[config.mk]
export PLATFORM = sky130hd
export DESIGN_NAME = sha256_msg_padder
export DESIGN_NICKNAME = d
export VERILOG_FILES = /design/src/rtl/sha256_pkg.sv /design/src/rtl/sha256_msg_padder.sv
export SDC_FILE = /design/constraint.sdc
export NUM_CORES = 1
export LEC_CHECK = 0
export BUFFER_PORTS_ARGS = -buffer_cell sky130_fd_sc_hd__buf_2
export CORE_MARGIN = 5
export CORE_UTILIZATION = 45
export DETAILED_ROUTE_END_ITERATION = 12
export MAX_ROUTING_LAYER = met4
export PLACE_DENSITY = 0.68
export SYNTH_ARGS = -nofsm -noshare
export SYNTH_HDL_FRONTEND = slang
export SYNTH_SLANG_ARGS = --single-unit
[constraint.sdc]
create_clock -name clk -period 9.9 [get_ports clk]
set_clock_uncertainty 0.2 [all_clocks]
set_input_delay 1.98 -clock clk [delete_from_list [all_inputs] [get_ports clk]]
set_output_delay 1.98 -clock clk [all_outputs]
set_load 0.02 [all_outputs]
[src/rtl/sha256_pkg.sv]
// Shared SHA-256 definitions: block geometry, padding constant, padder
// state encoding and the block-count helper used by padder, core and bench.
package sha256_pkg;

    localparam int          WORDS_PER_BLOCK = 16;
    localparam logic [31:0] PAD_WORD        = 32'h8000_0000;

    typedef enum logic [1:0] {
        ST_IDLE,
        ST_FILL,
        ST_EMIT,
        ST_DONE
    } padder_state_t;

    // Element [15] is word 0 so that word 0 lands in bits [511:480].
    typedef logic [15:0][31:0] block_t;

    // Blocks needed for n message words plus the pad word and 64-bit length.
    function automatic logic [15:0] num_blocks(input logic [15:0] n);
        logic [16:0] t;
        t = {1'b0, n} + 17'd2;
        return 16'(t[16:4]) + 16'd1;
    endfunction

endpackage

[src/rtl/sha256_msg_padder.sv]
// SHA-256 message padder: streams message words from a synchronous SRAM,
// appends the 0x80000000 marker, zero fill and 64-bit bit length, and hands
// complete 512-bit blocks to the compression core over valid/ready.
module sha256_msg_padder
    import sha256_pkg::*;
#(
    parameter int MAX_WORDS = 1024,
    parameter int RD_LAT    = 2
) (
    input  logic         clk,
    input  logic         reset_n,
    input  logic         start,
    input  logic [15:0]  message_addr,
    input  logic [15:0]  num_words,
    output logic         mem_clk,
    output logic         mem_we,
    output logic [15:0]  mem_addr,
    input  logic [31:0]  mem_read_data,
    output logic         blk_valid,
    input  logic         blk_ready,
    output logic [511:0] blk_data,
    output logic         blk_last,
    output logic         busy,
    output logic         done
);

    padder_state_t       state_q;
    logic [15:0]         base_q;
    logic [15:0]         n_q;
    logic [15:0]         nblk_q;
    logic [15:0]         blk_idx_q;
    logic [4:0]          iss_q;
    logic [4:0]          cap_q;
    logic [RD_LAT-1:0]   rd_sr_q;
    block_t              buf_q;

    logic [15:0]         n_clamp;
    logic [15:0]         blk_base;
    logic [4:0]          k_words;
    logic                issue_now;

    assign mem_clk  = clk;
    assign mem_we   = 1'b0;
    assign blk_data = buf_q;

    // Pad image of one block; message slots are overwritten by SRAM data later.
    function automatic block_t pad_block(input logic [15:0] blk,
                                         input logic [15:0] n,
                                         input logic [15:0] nblk);
        block_t      b;
        logic [15:0] g;
        b = '0;
        for (int s = 0; s < WORDS_PER_BLOCK; s++) begin
            g = {blk[11:0], 4'd0} + 16'(s);
            if ((blk == nblk - 16'd1) && (s == WORDS_PER_BLOCK - 1))
                b[15-s] = {16'd0, n} << 5;
            else if (g == n)
                b[15-s] = PAD_WORD;
        end
        return b;
    endfunction

    // Clamp request length and work out how many words of this block come from memory.
    always_comb begin
        n_clamp   = (num_words > 16'(MAX_WORDS)) ? 16'(MAX_WORDS) : num_words;
        blk_base  = {blk_idx_q[11:0], 4'd0};
        k_words   = 5'd0;
        if (n_q > blk_base)
            k_words = ((n_q - blk_base) >= 16'd16) ? 5'd16 : 5'(n_q - blk_base);
        issue_now = (state_q == ST_FILL) && (iss_q < k_words);
    end

    // Control FSM with read pipeline, block buffer and registered outputs.
    always_ff @(posedge clk or negedge reset_n) begin
        if (!reset_n) begin
            state_q   <= ST_IDLE;
            base_q    <= '0;
            n_q       <= '0;
            nblk_q    <= '0;
            blk_idx_q <= '0;
            iss_q     <= '0;
            cap_q     <= '0;
            rd_sr_q   <= '0;
            buf_q     <= '0;
            mem_addr  <= '0;
            blk_valid <= 1'b0;
            blk_last  <= 1'b0;
            busy      <= 1'b0;
            done      <= 1'b0;
        end else begin
            // Bit RD_LAT-1 marks the cycle in which the oldest read's data is on the bus.
            rd_sr_q <= {rd_sr_q[RD_LAT-2:0], issue_now};
            case (state_q)
                ST_IDLE: begin
                    if (start) begin
                        base_q    <= message_addr;
                        n_q       <= n_clamp;
                        nblk_q    <= num_blocks(n_clamp);
                        blk_idx_q <= '0;
                        iss_q     <= '0;
                        cap_q     <= '0;
                        buf_q     <= pad_block(16'd0, n_clamp, num_blocks(n_clamp));
                        busy      <= 1'b1;
                        state_q   <= ST_FILL;
                    end
                end
                ST_FILL: begin
                    if (issue_now) begin
                        mem_addr <= base_q + blk_base + {11'd0, iss_q};
                        iss_q    <= iss_q + 5'd1;
                    end
                    if (rd_sr_q[RD_LAT-1]) begin
                        buf_q[4'd15 - cap_q[3:0]] <= mem_read_data;
                        cap_q                     <= cap_q + 5'd1;
                    end
                    if (cap_q == k_words) begin
                        blk_valid <= 1'b1;
                        blk_last  <= (blk_idx_q == nblk_q - 16'd1);
                        state_q   <= ST_EMIT;
                    end
                end
                ST_EMIT: begin
                    if (blk_ready) begin
                        blk_valid <= 1'b0;
                        blk_last  <= 1'b0;
                        if (blk_last) begin
                            busy    <= 1'b0;
                            done    <= 1'b1;
                            state_q <= ST_DONE;
                        end else begin
                            blk_idx_q <= blk_idx_q + 16'd1;
                            iss_q     <= '0;
                            cap_q     <= '0;
                            buf_q     <= pad_block(blk_idx_q + 16'd1, n_q, nblk_q);
                            state_q   <= ST_FILL;
                        end
                    end
                end
                ST_DONE: begin
                    done    <= 1'b0;
                    state_q <= ST_IDLE;
                end
                default: state_q <= ST_IDLE;
            endcase
        end
    end

endmodule

==> run metrics, run 1 <==
Synthesized Nets 3,420; EDFF count, synth 0; Worst Setup End Kind output pin; DIE AREA 0.0684 sq mm; Nets just under 4,000; asr flop ratio synth 100%; initial antenna violation count 5; GR Util All Layers between 30% and 40%; Avg Cell Area, Syn 8.65 sq um; drt drc 0; most frequent cells in the layout nand2_1 (1,133), dfrtp_1 (608), buf_2 (599), a21oi_1 (532), o21ai_0 (97); detailed placer's ending HPWL 73.1 mm; Cell Count, Final, Fillers Out 4,623; crit-path max FO 2; GPL Wtd Cong 0.907; synthesized cell area 0.0285 sq mm; crit path DAT about 5.3 ns; Initial Utilization 45.3%; yosys warns 0; Setup Crit Path Kind clock port to output pin; Clock Power Share approximately a third; worst vdd ir 0.332 mV; setup bufs post-CTS 0; hold_buf cts 0; num ports 602; startpoint types clock port; vias in the first global route 24,179; Util after Layout roughly 54%; Layout area overhead 19.9%; Resize count post-CTS 0; Post-Route WL 108 mm; placed insts 4,505; via count ~26,000; Rows 92; Core ar. 0.0629 sq mm; max-slew violations 0; switching pwr a little over 0.003 W; Multi-input gate area 0.0121 sq mm; I/O Buffers 600; unrepaired setup endpoints after global routing false; global route total overflow 0; Pwr Density 228 mW/mm^2; Initial DRC Count 3,069; status completed; Distinct cells, synth 75; clock latency at the later pin of the worst-skew pair between 0.7 and 0.8 ns; Syn Inst Count 3,290; Filler Cells Inserted 5,895; relative slew slack between 20% and 30%; CTS tree yes; first-pass GRT wire length 157 mm; height of the die 262 um; Synth Register Bits 608; ANT nets after route 0; Leak Pwr approximately 16 nW; DR pass1 iterations 5; Reg area 0.0152 sq mm; Pint 0.00474 W; worst hold path class flop to flop; setup TNS 0 ns; Comb pwr share 31.8%; power share of the sequential group 35.7%; Finish-stage setup viols 0; hold slack 0.167 ns; largest net degree at the start of global routing 190; Worst Tran Pin Value 1.09 ns; most common cell after layout, fill and taps aside nand2_1; switching share of power 39.2%; wire per inst approximately 23 um; Final Hold Viols 0; Die Width 262 um; max cap viols 0; layout cells sized above 1 21.8%; required time of the critical path 7.72 ns; Via density 5.61; Seq/Total Area, Yosys 53.4%; top_reg_cell synth dfrtp_1; clk slew on worst S/H paths approximately 0.06 ns
-- per-stage QoR --
| stage | instance area (sq um) | total power (W) | setup slack, ns |
|---|---|---|---|
| detailed placement | 31900 | 0.00528 | 2.63 |
| CTS | 34100 | 0.00779 | 2.37 |
| finish | 34100 | 0.00780 | 2.38 |
| global route | 34100 | 0.00814 | 2.37 |
| floorplan | 28500 | 0.00450 | 2.64 |
| global placement | 31900 | 0.00527 | 2.63 |
-- final cells by class --
cell class | count | area share [%]
sequential | 608 | 44.6
multi-input combinational | 2361 | 35.5
timing repair buffer | 648 | 9.92
clock buffer | 99 | 5.89
tap | 846 | 3.10
clock inverter | 18 | 0.579
inverter | 41 | 0.451
antenna | 2 | 0.0147
-- power groups by stage --
stage / Clock [W] / Combinational, W / Sequential [W]
after global placement: 0.00000943 / 0.00244 / 0.00282
after detailed placement: 0.00000943 / 0.00245 / 0.00283
after floorplan: 0.0000118 / 0.00158 / 0.00291
final: 0.00253 / 0.00248 / 0.00279
after global routing: 0.00266 / 0.00268 / 0.00280
after CTS: 0.00256 / 0.00245 / 0.00278
-- cells in the mapped netlist (4+ instances only) --
| library cell | n | area share, % |
|---|---|---|
| inv_1 | 40 | 0.53 |
| o2bb2ai_1 | 6 | 0.18 |
| a21o_1 | 7 | 0.18 |
| and2_1 | 16 | 0.35 |
| clkbuf_1 | 271 | 3.6 |
| nor2_1 | 79 | 1.0 |
| a211oi_1 | 7 | 0.18 |
| nor2b_1 | 13 | 0.29 |
| o21bai_1 | 5 | 0.13 |
| mux2i_1 | 28 | 0.98 |
| xnor2_1 | 59 | 1.8 |
| nor3b_1 | 8 | 0.21 |
| nor4_1 | 19 | 0.42 |
| mux2_2 | 24 | 0.95 |
| nand3_1 | 50 | 0.88 |
| o21ai_0 | 98 | 1.7 |
| a221oi_1 | 4 | 0.12 |
| nand2b_1 | 8 | 0.18 |
| o21a_1 | 7 | 0.18 |
| and3_1 | 8 | 0.18 |
| o22ai_1 | 6 | 0.13 |
| a22oi_1 | 5 | 0.13 |
| or3_1 | 12 | 0.26 |
| o31ai_1 | 12 | 0.32 |
| ha_1 | 59 | 2.6 |
| or2_2 | 5 | 0.11 |
| a21oi_1 | 533 | 9.4 |
| xor2_1 | 26 | 0.80 |
| o211ai_1 | 5 | 0.13 |
| or4_1 | 5 | 0.13 |
| a31oi_1 | 6 | 0.13 |
| nor3_1 | 28 | 0.49 |
| o32ai_1 | 4 | 0.12 |
| nand2_1 | 1134 | 15 |
| dfrtp_1 | 608 | 53 |
| a32o_1 | 4 | 0.14 |
| nand4_1 | 14 | 0.31 |
-- path summary, 6_finish.rpt --
path	startpoint	end	slack (ns)	cells past startpoint
setup / recovery	clk	mem_clk	2.38	3
hold / removal	rd_sr_q[0]	rd_sr_q[1]	0.17	0
setup reg to reg	blk_idx_q[0]	mem_addr[2]	4.15	16
hold reg to reg	rd_sr_q[0]	rd_sr_q[1]	0.17	0
max in group asynchronous	reset_n	blk_data[332]	6.36	3
min in group asynchronous	reset_n	nblk_q[13]	1.09	1
-- state kept, by name (all words and copies together) (netlist names) --
name	flops
busy	1
cap_q	5
blk_last	1
n_q	16
done	1
rd_sr_q	2
state_q	2
base_q	16
iss_q	5
nblk_q	14
blk_data	512
blk_idx_q	16
blk_valid	1
mem_addr	16
-- routing by layer --
metal	wire, um	part of all wire [%]	vias up	track usage, %
met5	0	0	-	-
met4	5560	5.2	0	14.6
met3	9620	8.9	274	6.52
met2	50200	47	1325	47.6
met1	42400	39	12522	39.7
li1	-	-	11808	-
-- cell families after synthesis --
logic type	after synthesis	synth area share [%]
xor+xnor	85	2.61
mux	52	1.93
compound gates	743	14.5
buf+inv	321	4.32
simple gates	1418	20.4
other cells	1	0.0132
flops	608	53.4
fa+ha+maj	62	2.80
-- critical path, cell delays in order --
cell	delay, ns
clkbuf_16	0.12
clkbuf_16	0.12
buf_2	0.15
No activity file was read; power rests on OpenSTA's default activity.
==> run 2: changes to the inputs <==
Clock period 9.9 ns to 7.3 ns, I/O delays scaled along.
==> run metrics, run 2 (synthesis gave the netlist of run 1 again) <==
Post-Route WL 108 mm (about the same); Layout area overhead 20.4% (was 19.9%); Final period util 78.5%; ANT nets after route 0 (unchanged); clock latency at the later pin of the worst-skew pair 0.72 ns (about the same); initial antenna violation count 3 (was 5); height of the die 262 um (unchanged); Max Clock Freq 0.175 GHz; Leak Pwr 16.4 nW (was 16.3 nW); Finish-stage setup viols 0 (unchanged); Rows 92 (unchanged); setup bufs post-CTS 0 (unchanged); Core ar. 0.0629 sq mm (unchanged); Setup Crit Path Kind flop to flop (was clock port to output pin); startpoint types flop (was clock port); Filler Cells Inserted 5,852 (was 5,895); met2 Use GR 48.1% (was 47.6%); required time of the critical path 7.70 ns (was 7.72 ns); most frequent cells in the layout nand2_1 (1,133), dfrtp_1 (608), buf_2 (599), a21oi_1 (532), o21ai_0 (97) (unchanged); Initial Utilization 45.3% (unchanged); Initial DRC Count 3,108 (was 3,069); R2R cell count 16 (unchanged); Util after Layout 54.6% (was 54.3%); Worst Tran Pin Value 1.07 ns (was 1.09 ns); most common cell after layout, fill and taps aside nand2_1 (unchanged); busiest layer in global routing met2 (unchanged); Cell Count, Final, Fillers Out 4,630 (was 4,623); Via density 5.60 (was 5.61); clk slew on worst S/H paths 0.06 ns (about the same); first-pass GRT wire length 158 mm (was 157 mm); Final Hold Viols 0 (unchanged); wire per inst 23.3 um (about the same); met1 Track Usage GR 40.6% (was 39.7%); worst hold path class flop to flop (unchanged); DIE AREA 0.0684 sq mm (unchanged); Resize count post-CTS 0 (unchanged); Hold Path Depth 0 (unchanged); Pwr Density 314 mW/mm^2 (was 228 mW/mm^2); crit path DAT 6.12 ns (was 5.34 ns); I/O Buffers 600 (unchanged); slowest stage delay, CP 0.65 ns (was 0.15 ns); detailed placer's ending HPWL 73.7 mm (was 73.1 mm); Worst Setup End Kind flop (was output pin); crit-path max FO 30 (was 2); Nets 3,862 (was 3,860); layout cells sized above 1 21.8% (about the same); hold_buf cts 0 (unchanged); unrepaired setup endpoints after global routing false (unchanged); num ports 602 (unchanged); GR Util All Layers 31.1% (was 31.0%); drt drc 0 (unchanged); Largest register FFs 512 (unchanged); CTS tree yes (unchanged); relative slew slack 28.1% (was 26.9%); max-slew violations 0 (unchanged); global route total overflow 0 (unchanged); placed insts 4,505 (unchanged); worst vdd ir 0.356 mV (was 0.332 mV); DR pass1 iterations 5 (unchanged); Die Width 262 um (unchanged); GRT met3 Usage 6.23% (was 6.52%); via count 25,950 (was 25,929); vias in the first global route 24,553 (was 24,179); max cap viols 0 (unchanged); largest net degree at the start of global routing 199 (was 190); status completed (unchanged); CP max-delay cell nand2_1 (was buf_2); GPL Wtd Cong 0.921 (was 0.907); critical path cell sequence ha_1, inv_1, fa_1, nand2b_1, a2111o_1, nor4b_1, nand4_1, a2111o_1, nor3_1, nand2_1, ha_1, a21o_1, a21o_1, a221oi_2, nand2_1, mux2_2 (was clkbuf_16, clkbuf_16, buf_2); crit path time final ~5.7 ns; setup TNS 0 ns (unchanged)
run 2: path summary, 6_finish.rpt:
kind	from	end	slack, ns
worst max-delay path	blk_idx_q[0]	mem_addr[2]	1.57
worst min register to register	rd_sr_q[0]	rd_sr_q[1]	0.20
min in group asynchronous	reset_n	nblk_q[10]	0.60
worst min-delay path	rd_sr_q[0]	rd_sr_q[1]	0.20
worst max register to register	blk_idx_q[0]	mem_addr[2]	1.57
max in group asynchronous	reset_n	blk_data[356]	4.79
run 2: per-layer routing:
metal  up-vias  wire (um)  part of all wire, %
li1      11791          -                    -
met1     12612      43200                   40
met2      1302      50800                   47
met3       245       9200                  8.5
met4         0       4740                  4.4
met5         -          0                    0
run 2: cell type report:
| class | count | area, sq um | share of cell area, % |
|---|---|---|---|
| Inverter | 41 | 154 | 0.449 |
| Clock buffer | 106 | 2110 | 6.15 |
| Clock inverter | 17 | 209 | 0.609 |
| Sequential cell | 608 | 15200 | 44.4 |
| Tap cell | 846 | 1060 | 3.09 |
| Antenna cell | 3 | 7.51 | 0.0219 |
| Multi-Input combinational cell | 2361 | 12100 | 35.3 |
| Timing Repair Buffer | 648 | 3430 | 9.99 |
run 2: critical path, delay by kind of cell (launching register included):
kind,cells,cell delay [ns]
AO/OA/AOI/OAI,5,1.63
adder cells (fa/ha/maj),3,0.97
buffers and inverters,1,0.06
flip-flops,1,0.55
multiplexers,1,0.49
AND/OR/NAND/NOR,6,1.69
run 2: metrics by stage:
stage / hold WS, ns / power (W) / setup WS, ns / area [sq um]
after floorplan: 0.131 / 0.00611 / 1.86 / 28500
after global placement: 0.183 / 0.00721 / 1.70 / 32000
after detailed placement: 0.200 / 0.00720 / 1.60 / 32000
after CTS: 0.205 / 0.0108 / 1.59 / 34300
after global routing: 0.209 / 0.0112 / 1.11 / 34300
final: 0.197 / 0.0108 / 1.57 / 34300
run 2: where the power goes:
part | internal [W] | total [W] | switching [W]
clock network | 0.00208 | 0.00356 | 0.00148
logic | 0.000883 | 0.00341 | 0.00253
registers | 0.00360 | 0.00379 | 0.000193
total | 0.00656 | 0.0108 | 0.00419
